**src/rtl/instr_encoder_if.sv**
```systemverilog
// Field-bundle input channel, encoded-word output channel and status for instr_encoder.
interface instr_encoder_if #(
  parameter int ADDR_W = 10,
  parameter int ERR_W  = 8
);
  logic              in_valid;
  logic              in_ready;
  logic [1:0]        in_kind;
  logic [4:0]        in_rd;
  logic [4:0]        in_rs1;
  logic [4:0]        in_rs2;
  logic [2:0]        in_funct3;
  logic [6:0]        in_funct7;
  logic [12:0]       in_imm;
  logic              in_last;
  logic              out_valid;
  logic              out_ready;
  logic [31:0]       out_instr;
  logic [ADDR_W-1:0] out_addr;
  logic              out_last;
  logic              done;
  logic              err;
  logic [ERR_W-1:0]  err_count;

  // encoder side
  modport slave (
    input  in_valid, in_kind, in_rd, in_rs1, in_rs2, in_funct3, in_funct7, in_imm, in_last,
    input  out_ready,
    output in_ready, out_valid, out_instr, out_addr, out_last, done, err, err_count
  );

  // producer / loader side
  modport master (
    output in_valid, in_kind, in_rd, in_rs1, in_rs2, in_funct3, in_funct7, in_imm, in_last,
    output out_ready,
    input  in_ready, out_valid, out_instr, out_addr, out_last, done, err, err_count
  );
endinterface

```
**src/rtl/instr_encoder.sv**
```systemverilog
// RV32I encoder (R-type, LW, SW, BEQ): packs field bundles into 32-bit words,
// tags each with a word address and queues them in a first-word-fall-through FIFO.
module instr_encoder #(
  parameter int DEPTH     = 4,
  parameter int ADDR_W    = 10,
  parameter int BASE_ADDR = 0,
  parameter int ERR_W     = 8
) (
  input  logic clk,
  input  logic rst,
  instr_encoder_if.slave bus
);
  localparam int PTR_W = $clog2(DEPTH);
  localparam int CNT_W = PTR_W + 1;
  localparam logic [ADDR_W-1:0] BASE = ADDR_W'(BASE_ADDR);

  typedef struct packed {
    logic [31:0]       instr;
    logic [ADDR_W-1:0] addr;
    logic              last;
  } entry_t;

  entry_t            mem_q [DEPTH];
  entry_t            mem_d [DEPTH];
  logic [PTR_W-1:0]  wr_ptr_q, wr_ptr_d, rd_ptr_q, rd_ptr_d;
  logic [CNT_W-1:0]  count_q, count_d;
  logic [ADDR_W-1:0] addr_q, addr_d;
  logic [ERR_W-1:0]  err_cnt_q, err_cnt_d;
  logic              err_q, err_d, done_q, done_d;

  logic [31:0] enc;
  logic        legal;
  logic        in_ready, in_fire, push, pop, out_valid;
  logic [12:0] imm;
  entry_t      head;

  assign imm       = bus.in_imm;
  assign head      = mem_q[rd_ptr_q];
  assign out_valid = (count_q != '0);
  // Full FIFO refuses input even when a pop happens in the same cycle.
  assign in_ready  = !rst && (count_q < CNT_W'(DEPTH));
  assign in_fire   = bus.in_valid && in_ready;
  assign push      = in_fire && legal;
  assign pop       = out_valid && bus.out_ready;

  assign bus.in_ready  = in_ready;
  assign bus.out_valid = out_valid;
  // Empty FIFO presents the reset values rather than a stale entry.
  assign bus.out_instr = out_valid ? head.instr : '0;
  assign bus.out_addr  = out_valid ? head.addr  : BASE;
  assign bus.out_last  = out_valid && head.last;
  assign bus.done      = done_q;
  assign bus.err       = err_q;
  assign bus.err_count = err_cnt_q;

  // Field packing and immediate legality for the selected kind.
  always_comb begin
    enc   = '0;
    legal = 1'b1;
    case (bus.in_kind)
      2'd0: enc = {bus.in_funct7, bus.in_rs2, bus.in_rs1, bus.in_funct3, bus.in_rd, 7'b0110011};
      2'd1: begin
        enc   = {imm[11:0], bus.in_rs1, 3'b010, bus.in_rd, 7'b0000011};
        legal = (imm[12] == imm[11]);
      end
      2'd2: begin
        enc   = {imm[11:5], bus.in_rs2, bus.in_rs1, 3'b010, imm[4:0], 7'b0100011};
        legal = (imm[12] == imm[11]);
      end
      default: begin
        enc   = {imm[12], imm[10:5], bus.in_rs2, bus.in_rs1, 3'b000, imm[4:1], imm[11], 7'b1100011};
        legal = !imm[0];
      end
    endcase
  end

  // Next-state: FIFO pointers/storage, address counter, error and done pulses.
  always_comb begin
    mem_d     = mem_q;
    wr_ptr_d  = wr_ptr_q;
    rd_ptr_d  = rd_ptr_q;
    addr_d    = addr_q;
    err_cnt_d = err_cnt_q;
    if (push) begin
      mem_d[wr_ptr_q] = '{instr: enc, addr: addr_q, last: bus.in_last};
      wr_ptr_d        = wr_ptr_q + PTR_W'(1);
    end
    if (pop) rd_ptr_d = rd_ptr_q + PTR_W'(1);
    count_d = count_q + CNT_W'(push) - CNT_W'(pop);
    // A last bundle ends the program whether it was accepted or rejected.
    if (in_fire) begin
      if (bus.in_last) addr_d = BASE;
      else if (legal)  addr_d = addr_q + ADDR_W'(1);
    end
    err_d = in_fire && !legal;
    if (err_d && err_cnt_q != '1) err_cnt_d = err_cnt_q + ERR_W'(1);
    done_d = pop && head.last;
  end

  // FIFO storage carries no reset; validity comes from count_q.
  always_ff @(posedge clk) begin
    mem_q <= mem_d;
  end

  // Control state with asynchronous reset.
  always_ff @(posedge clk or posedge rst) begin
    if (rst) begin
      wr_ptr_q  <= '0;
      rd_ptr_q  <= '0;
      count_q   <= '0;
      addr_q    <= BASE;
      err_cnt_q <= '0;
      err_q     <= 1'b0;
      done_q    <= 1'b0;
    end else begin
      wr_ptr_q  <= wr_ptr_d;
      rd_ptr_q  <= rd_ptr_d;
      count_q   <= count_d;
      addr_q    <= addr_d;
      err_cnt_q <= err_cnt_d;
      err_q     <= err_d;
      done_q    <= done_d;
    end
  end
endmodule

```
**src/flat_wrapper.sv**
```systemverilog
// flat-port wrapper written by rule: the top's interface ports become plain ports
module instr_encoder_flat 
#(
  parameter int DEPTH     = 4,
  parameter int ADDR_W    = 10,
  parameter int BASE_ADDR = 0,
  parameter int ERR_W     = 8
)
  (clk, rst, bus_in_valid, bus_in_kind, bus_in_rd, bus_in_rs1, bus_in_rs2, bus_in_funct3, bus_in_funct7, bus_in_imm, bus_in_last, bus_out_ready, bus_in_ready, bus_out_valid, bus_out_instr, bus_out_addr, bus_out_last, bus_done, bus_err, bus_err_count);
  instr_encoder_if #(.ADDR_W(ADDR_W), .ERR_W(ERR_W)) bus_i ();
  input  logic clk;
  input  logic rst;
  input wire logic [$bits(bus_i.in_valid)-1:0] bus_in_valid;
  input wire logic [$bits(bus_i.in_kind)-1:0] bus_in_kind;
  input wire logic [$bits(bus_i.in_rd)-1:0] bus_in_rd;
  input wire logic [$bits(bus_i.in_rs1)-1:0] bus_in_rs1;
  input wire logic [$bits(bus_i.in_rs2)-1:0] bus_in_rs2;
  input wire logic [$bits(bus_i.in_funct3)-1:0] bus_in_funct3;
  input wire logic [$bits(bus_i.in_funct7)-1:0] bus_in_funct7;
  input wire logic [$bits(bus_i.in_imm)-1:0] bus_in_imm;
  input wire logic [$bits(bus_i.in_last)-1:0] bus_in_last;
  input wire logic [$bits(bus_i.out_ready)-1:0] bus_out_ready;
  output wire logic [$bits(bus_i.in_ready)-1:0] bus_in_ready;
  output wire logic [$bits(bus_i.out_valid)-1:0] bus_out_valid;
  output wire logic [$bits(bus_i.out_instr)-1:0] bus_out_instr;
  output wire logic [$bits(bus_i.out_addr)-1:0] bus_out_addr;
  output wire logic [$bits(bus_i.out_last)-1:0] bus_out_last;
  output wire logic [$bits(bus_i.done)-1:0] bus_done;
  output wire logic [$bits(bus_i.err)-1:0] bus_err;
  output wire logic [$bits(bus_i.err_count)-1:0] bus_err_count;
  assign bus_i.in_valid = bus_in_valid;
  assign bus_i.in_kind = bus_in_kind;
  assign bus_i.in_rd = bus_in_rd;
  assign bus_i.in_rs1 = bus_in_rs1;
  assign bus_i.in_rs2 = bus_in_rs2;
  assign bus_i.in_funct3 = bus_in_funct3;
  assign bus_i.in_funct7 = bus_in_funct7;
  assign bus_i.in_imm = bus_in_imm;
  assign bus_i.in_last = bus_in_last;
  assign bus_i.out_ready = bus_out_ready;
  assign bus_in_ready = bus_i.in_ready;
  assign bus_out_valid = bus_i.out_valid;
  assign bus_out_instr = bus_i.out_instr;
  assign bus_out_addr = bus_i.out_addr;
  assign bus_out_last = bus_i.out_last;
  assign bus_done = bus_i.done;
  assign bus_err = bus_i.err;
  assign bus_err_count = bus_i.err_count;
  instr_encoder #(.DEPTH(DEPTH), .ADDR_W(ADDR_W), .BASE_ADDR(BASE_ADDR), .ERR_W(ERR_W)) u_core (.clk(clk), .rst(rst), .bus(bus_i));
endmodule
```
**config.mk**
```make
export PLATFORM = sky130hd
export DESIGN_NAME = instr_encoder_flat
export DESIGN_NICKNAME = d
export VERILOG_FILES = /design/src/rtl/instr_encoder_if.sv /design/src/rtl/instr_encoder.sv /design/src/flat_wrapper.sv
export SDC_FILE = /design/constraint.sdc
export NUM_CORES = 1
export LEC_CHECK = 0
export CORE_ASPECT_RATIO = 0.6
export CORE_MARGIN = 1
export CORE_UTILIZATION = 55
export CTS_CLUSTER_SIZE = 10
export DETAILED_ROUTE_END_ITERATION = 10
export PLACE_DENSITY = 0.79
export SLEW_MARGIN = 10
export SYNTH_ARGS = -nofsm -noshare
export SYNTH_HDL_FRONTEND = slang
export SYNTH_SLANG_ARGS = --single-unit
export TNS_END_PERCENT = 1
```
**constraint.sdc**
```tcl
create_clock -name clk -period 3.5 [get_ports clk]
set_clock_uncertainty 0.2 [all_clocks]
set_input_delay 1.05 -clock clk [delete_from_list [all_inputs] [get_ports clk]]
set_output_delay 1.05 -clock clk [all_outputs]
set_load 0.005 [all_outputs]
```
==> flow_summary.yaml, run 1 <==
power_and_ir_drop:
  ir_drop_mv: 0.360
  p_per_area_mw_per_mm2: 706
  p_leak_uw: 0.00381
  combPwrFrac_pct: 35.7
  swShare_pct: 29.0
  p_int_uw: 4990
  seq_power_share_pct: 39.8
  clkPwrFrac_pct: 24.5
  switchingPower_uw: 2040
timing:
  fin_setup_tns_ns: 0
  finalCritPeriodShare_pct: 98.6
  setup_violations: 0
  drv_slew: 0
  fin_crit_ns: 3.45
  whs_ns: 0.324
  hold_viol_final: 0
  fin_ws_ns: 0.0505
  grt_setup_unrepaired: "false"
  timing.fmax_ghz: 0.290
route:
  routedWlPerCell_um: 21.3
  drt-vias-per-instance: 5.83
  first_pass_iters: 4
  ant_nets: 0
  wl_um: 17000
  drtIter0Drc: 483
  dr_total_vias: 4648
  drcViolationCount: 0
global_route:
  grt_pass1_wl_um: 25600
  grt.overflow.total: 0
  track_usage_pct: 24.3
  grt_pass1_vias: 4597
  grt_max_degree: 39
  antenna_found_initial: 0
critical_path:
  crit_chain: "buf_12 -> mux4_2 -> and2_1 -> clkdlybuf4s50_1"
  crit_type: "reg -> out"
  crit_required_ns: 2.25
  cpLargestDelayFamily: "buffers and inverters"
  crit_path_top_delay_cell: "mux4_2"
  worstPathArrival_ns: 2.20
  start_kind: "flop"
  crit_buf_inv: 2
  cp_max_fo: 17
  crit_path_end_kind: "output pin"
  max_stage_delay_ns: 0.51
floorplan:
  io_pins: 100
  fp-row-count: 33
  die_h_um: 94.4
  die_w_um: 156
  core_mm2: 0.0137
  start_util_pct: 56.9
  die_area_mm2: 0.0147
clock_tree:
  htreeDepth: 4
  cts_tree: "built"
  cts.clk_slew.worst_paths_ns: 0.07
  clock_latency_ns: 0.42
  cts_root_buf: "clkbuf_16"
  clock_sinks: 183
  cts_made_buffers: 17
  cts_buffer_depth: 2
layout:
  multiInputGateArea_mm2: 0.00226
  seq_area_mm2: 0.00536
  n_fill_cell: 834
  drive_gt1_share_pct: 22.6
  final_cell_area_mm2: 0.00995
  antennaDiodeCount: 0
  post-route-util_pct: 72.4
  fin_nets: 651
  area_growth_syn_to_layout_pct: 27.2
placement:
  placed_area_mm2: 0.00924
  hpwl_um: 10900
  port_buffers: 97
  pre_cts_ws_ns: -0.135
  place.gp.congestion: 0.871
run:
  drv_cap: 0
yosys:
  yosysMostFrequentCell: "edfxtp_1"
  synth_top_area_cell: "edfxtp_1"
  synth.top_cells.by_area: "edfxtp_1 (60%), mux4_2 (11%), dfrtp_1 (8.6%)"
  seq_area_frac_synth_pct: 68.5
  ys_seq_elements: 183
  synth_area_mm2: 0.00782
  synthArstFlopShare_pct: 14.8
  synth_edf_count: 156
  synth_top_area_share_pct: 59.9
  synth-warning-count: 0
  avgSynthCellArea_um2: 17.1
  netlist_top_cells_count: "edfxtp_1 (156), and2_1 (42), mux4_2 (39), dfrtp_1 (27), inv_1 (16)"
  netlist_instances: 456
  ys_types: 54
  synthFlopType: "edfxtp_1"
worst_hold_path:
  hp-class: "reg -> reg"
outcome:
  outcome: "finished clean"
[per-layer routing]
layer / wire (um) / track usage, % / vias up
met2: 8170 / 37.7 / 204
met3: 1300 / 6.10 / 16
met1: 7400 / 34.9 / 2371
met5: 0 / 0 / -
met4: 129 / 6.54 / 0
li1: - / - / 2057
[sequential cells by signal, summed over array words and instances, names as in the netlist]
| signal | flops |
|---|---|
| u_core.count_q | 3 |
| u_core.rd_ptr_q | 2 |
| u_core.bus.done | 1 |
| u_core.addr_q | 10 |
| u_core.bus.err | 1 |
| u_core.wr_ptr_q | 2 |
| u_core.mem_q | 156 |
| u_core.bus.err_count | 8 |
[path summary, 6_finish.rpt]
kind,cells after the start,slack (ns),to,from
min in group asynchronous,3,0.90,u_core.addr_q[8],rst
worst max register to register,10,0.50,u_core.count_q[2],u_core.count_q[1]
max in group asynchronous,4,1.59,u_core.rd_ptr_q[0],rst
worst max-delay path,4,0.05,bus_out_instr[20],u_core.rd_ptr_q[0]
worst min-delay path,1,0.32,u_core.bus.err_count[5],u_core.bus.err_count[5]
worst min register to register,1,0.32,u_core.bus.err_count[5],u_core.bus.err_count[5]
[cell usage in the layout, fill, tap and decap left out, types with 3 or more instances in the layout]
cell / Yosys / routed
ha_1: 13 / 13
and3_2: 0 / 4
nor2_1: 14 / 14
dlygate4sd2_1: 0 / 14
nand3_1: 8 / 8
and3_1: 11 / 7
or3_1: 5 / 5
nand4_1: 5 / 5
clkinv_4: 0 / 5
nor3_1: 3 / 3
clkdlybuf4s50_1: 0 / 63
mux4_2: 39 / 39
and2_4: 0 / 4
clkbuf_16: 0 / 17
buf_12: 0 / 10
o211ai_1: 4 / 4
nor3_2: 3 / 3
o21ai_0: 5 / 5
a22o_1: 15 / 15
nand2_1: 14 / 14
buf_4: 4 / 35
and2_1: 42 / 38
inv_1: 16 / 16
clkinv_2: 0 / 4
dlymetal6s2s_1: 0 / 20
xor2_1: 4 / 4
edfxtp_1: 156 / 156
dfrtp_1: 27 / 25
xnor2_1: 7 / 7
a31oi_1: 3 / 3
[area by class of cell]
cell class                 count  share of cell area [%]
sequential                   183                    53.9
clock inverter                13                    1.01
tap                          192                    2.41
multi-input combinational    231                    22.7
clock buffer                  19                    4.35
inverter                      16                   0.604
timing repair buffer         143                    15.0
[per-stage QoR]
step                total power [uW]  instances
global placement                5180        750
global route                    7350        797
detailed placement              5260        750
floorplan                       4050        457
finish                          7020        797
CTS                             6990        784
[power groups by stage]
stage	logic (uW)	registers [uW]	clock network, uW
6_report	2510	2790	1720
5_1_grt	2700	2810	1840
4_1_cts	2460	2790	1740
3_5_place_dp	2430	2830	0
3_3_place_gp	2370	2820	0
2_1_floorplan	1300	2750	0
[kinds of logic (layout without fill, tap and decap cells)]
family / count (synthesis) / count (layout) / synth area share, %
AO/OA/AOI/OAI: 46 / 46 / 4.77
AND/OR/NAND/NOR: 116 / 116 / 8.59
adder cells (fa/ha/maj): 14 / 14 / 2.34
buffers and inverters: 43 / 191 / 2.82
flip-flops: 183 / 183 / 68.5
other: 1 / 2 / 0.0480
XOR/XNOR: 11 / 11 / 1.23
multiplexers: 42 / 42 / 11.7
[timing repair]
item                       in CTS  in global routing
gates resized for setup        17                 22
pin swaps                       0                  0
setup buffers                   2                 13
setup endpoints to repair      14                 22
hold buffers                    0                  0
[worst reg2reg max path, delay by kind of cell (launching register included)]
kind,cells,cell delay (ns)
fa+ha+maj,3,0.86
simple gates,2,0.68
flops,1,0.44
buf+inv,3,0.39
xor+xnor,2,0.35
Note: power is estimated with default switching activity, not from simulation.
==> run 2: changes to the inputs <==
- ABC_AREA: not set -> 1
- CORE_UTILIZATION: 55 -> 56
- PLACE_DENSITY: 0.79 -> 0.8
==> run 2 against run 1 <==
Critical path depth increased by 1. Synthesized area increased by 2.5%. Clock power up 7%. Sequential power is 4% lower. Largest cell class unchanged. Combinational power grew 18%. Core utilization grew 0.91 points. Die area increased by 0.63%.
==> flow_summary.yaml, run 2 <==
route:
  routedWlPerCell_um: 17.8
  drtIter0Drc: 563
  wl_um: 18600
  dr_total_vias: 5808
  drcViolationCount: 0
  ant_nets: 0
  drt-vias-per-instance: 5.56
  first_pass_iters: 5
critical_path:
  crit_required_ns: 2.25
  worstPathArrival_ns: 2.22
  crit_type: "reg -> out"
  rrSetupSlack_ns: 0.86
  cp_max_fo: 30
  cpLargestDelayFamily: "buffers and inverters"
  crit_buf_inv: 3
  max_stage_delay_ns: 0.54
  crit_path_top_delay_cell: "clkdlybuf4s50_1"
  crit_chain: "inv_6 -> buf_12 -> o21ai_0 -> a21oi_1 -> clkdlybuf4s50_1"
  r2r-start: "u_core.count_q[1]"
  worst-r2r-cell-count: 10
  worst_r2r_endpoint: "u_core.count_q[2]"
  crit_path_end_kind: "output pin"
  start_kind: "flop"
layout:
  largest-register: "u_core.mem_q"
  area_growth_syn_to_layout_pct: 26.1
  multiInputGateArea_mm2: 0.00235
  drive_gt1_share_pct: 10.9
  final_common_cell: "nor2_1"
  largest_reg_flops: 156
  antennaDiodeCount: 0
  seq_area_mm2: 0.00536
  n_fill_cell: 886
  final_cell_area_mm2: 0.0101
  layout_common_cells: "nor2_1 (172), edfxtp_1 (156), o21ai_0 (95)"
  fin_nets: 899
timing:
  hold_viol_final: 0
  worst_slew_pin_slew_ns: 0.676
  drv_slew: 0
  grt_setup_unrepaired: "true"
  timing.fmax_ghz: 0.288
  fin_setup_tns_ns: 0
  relSlewSlack_pct: 54.5
  finalCritPeriodShare_pct: 99.1
  setup_violations: 0
  fin_crit_ns: 3.47
floorplan:
  die_h_um: 94.7
  die_w_um: 156
  io_pins: 100
  start_util_pct: 58.1
  die_area_mm2: 0.0148
  core_mm2: 0.0138
  fp-row-count: 33
yosys:
  avgSynthCellArea_um2: 11.0
  seq_area_frac_synth_pct: 66.9
  ys_seq_elements: 183
  synth_area_mm2: 0.00801
  synthFlopType: "edfxtp_1"
  netlist_instances: 731
  synth-warning-count: 0
  yosysMostFrequentCell: "nor2_1"
  synth_top_area_cell: "edfxtp_1"
  netlist_top_cells_count: "nor2_1 (176), edfxtp_1 (156), o21ai_0 (95), nand2_1 (64), inv_1 (40)"
  synth.top_cells.by_area: "edfxtp_1 (58%), dfrtp_1 (8.4%), nor2_1 (8.2%)"
  synth_top_area_share_pct: 58.5
  synth_edf_count: 156
  ys_types: 30
  synthArstFlopShare_pct: 14.8
clock_tree:
  cts_tree: "built"
  clock_latency_ns: 0.43
  htreeDepth: 4
  cts.hold.buffers_added: 0
  cts.clk_slew.worst_paths_ns: 0.08
  cts_buffer_depth: 2
  cts_root_buf: "clkbuf_16"
  clock_sinks: 183
  cts_made_buffers: 17
global_route:
  grt_pass1_vias: 5688
  grt_pass1_wl_um: 28900
  antenna_found_initial: 1
  track_usage_pct: 26.5
  grt_max_degree: 46
  grt.overflow.total: 0
placement:
  place.gp.congestion: 0.917
  placed_area_mm2: 0.00943
  port_buffers: 97
  hpwl_um: 11600
power_and_ir_drop:
  ir_drop_mv: 0.449
  p_leak_uw: 0.00385
  power_uw: 7500
  p_per_area_mw_per_mm2: 742
run:
  drv_cap: 0
outcome:
  outcome: "finished clean"
worst_hold_path:
  worstHoldEndpoint: "u_core.bus.err_count[1]"
  hold_depth: 2
  hold_path.startpoint: "u_core.bus.err_count[1]"
  hp-class: "reg -> reg"
run 2: cell count changes after synthesis, moves of 21 or more:
cell,change
mux4_2,-39
a21oi_1,+37
nand3_1,+21
and2_1,-42
nor2_1,+162
o21ai_0,+90
nand2_1,+50
inv_1,+24
run 2: through the flow:
stage,util [%],std cells,hold WS [ns],setup WS [ns]
after detailed placement,68.4,1011,0.322,0.0603
after floorplan,-,732,0.310,-0.633
after global placement,68.4,1011,0.308,0.0957
after CTS,72.7,1043,0.340,-0.0149
after global routing,73.3,1045,0.363,-0.0684
final,73.3,1045,0.334,0.0317
run 2: how the worst max path moves through the flow:
stage | startpoint | end | cells past startpoint
floorplan | bus_in_kind[0] | u_core.mem_q[0] | 8
global placement | bus_in_kind[0] | u_core.count_q[1] | 13
detailed placement | bus_in_kind[0] | u_core.count_q[2] | 13
CTS | u_core.rd_ptr_q[0] | bus_out_addr[7] | 6
global route | u_core.rd_ptr_q[0] | bus_out_last | 7
finish | u_core.rd_ptr_q[0] | bus_out_addr[2] | 5
run 2: power by group:
group | switching [uW] | total [uW] | internal, uW
clock | 878 | 1840 | 963
sequential | 147 | 2690 | 2540
combinational | 1550 | 2970 | 1420
total | 2570 | 7500 | 4930
run 2: cells by family (layout without fill, tap and decap cells):
| kind of cell | Yosys count | in the layout | share of synthesized area, % |
|---|---|---|---|
| xor+xnor | 13 | 13 | 1.42 |
| fa+ha+maj | 14 | 14 | 2.28 |
| flops | 183 | 183 | 66.9 |
| other cells | 1 | 2 | 0.0468 |
| buf+inv | 84 | 205 | 4.67 |
| compound gates | 152 | 152 | 9.74 |
| simple gates | 284 | 284 | 15.0 |
run 2: metal layers:
layer	part of all wire, %	global-route usage, %	up-vias
met1	41	35.1	2768
met5	0	0	-
met4	1.3	8.50	0
met3	9.0	6.38	25
li1	-	-	2716
met2	49	43.5	299
run 2: area by class of cell:
class	instances	area share [%]
Sequential cell	183	53.1
Multi-Input combinational cell	465	23.2
Timing Repair Buffer	129	14.0
Clock buffer	18	4.35
Tap cell	192	2.38
Inverter	44	1.68
Clock inverter	14	1.33
run 2: timing repair:
action	CTS	global route
endpoints found under the setup margin	19	22
resized for setup	5	15
cloned	0	1
setup buffers	0	1
pin swaps	0	5
run 2: worst register-to-register path: stages, from the launching register on:
cell	delay (ns)
dfrtp_1	0.45
nor3_4	0.46
inv_1	0.17
nand2_1	0.14
inv_1	0.07
ha_1	0.30
inv_1	0.06
ha_1	0.13
inv_1	0.05
fa_1	0.37
xnor2_1	0.14
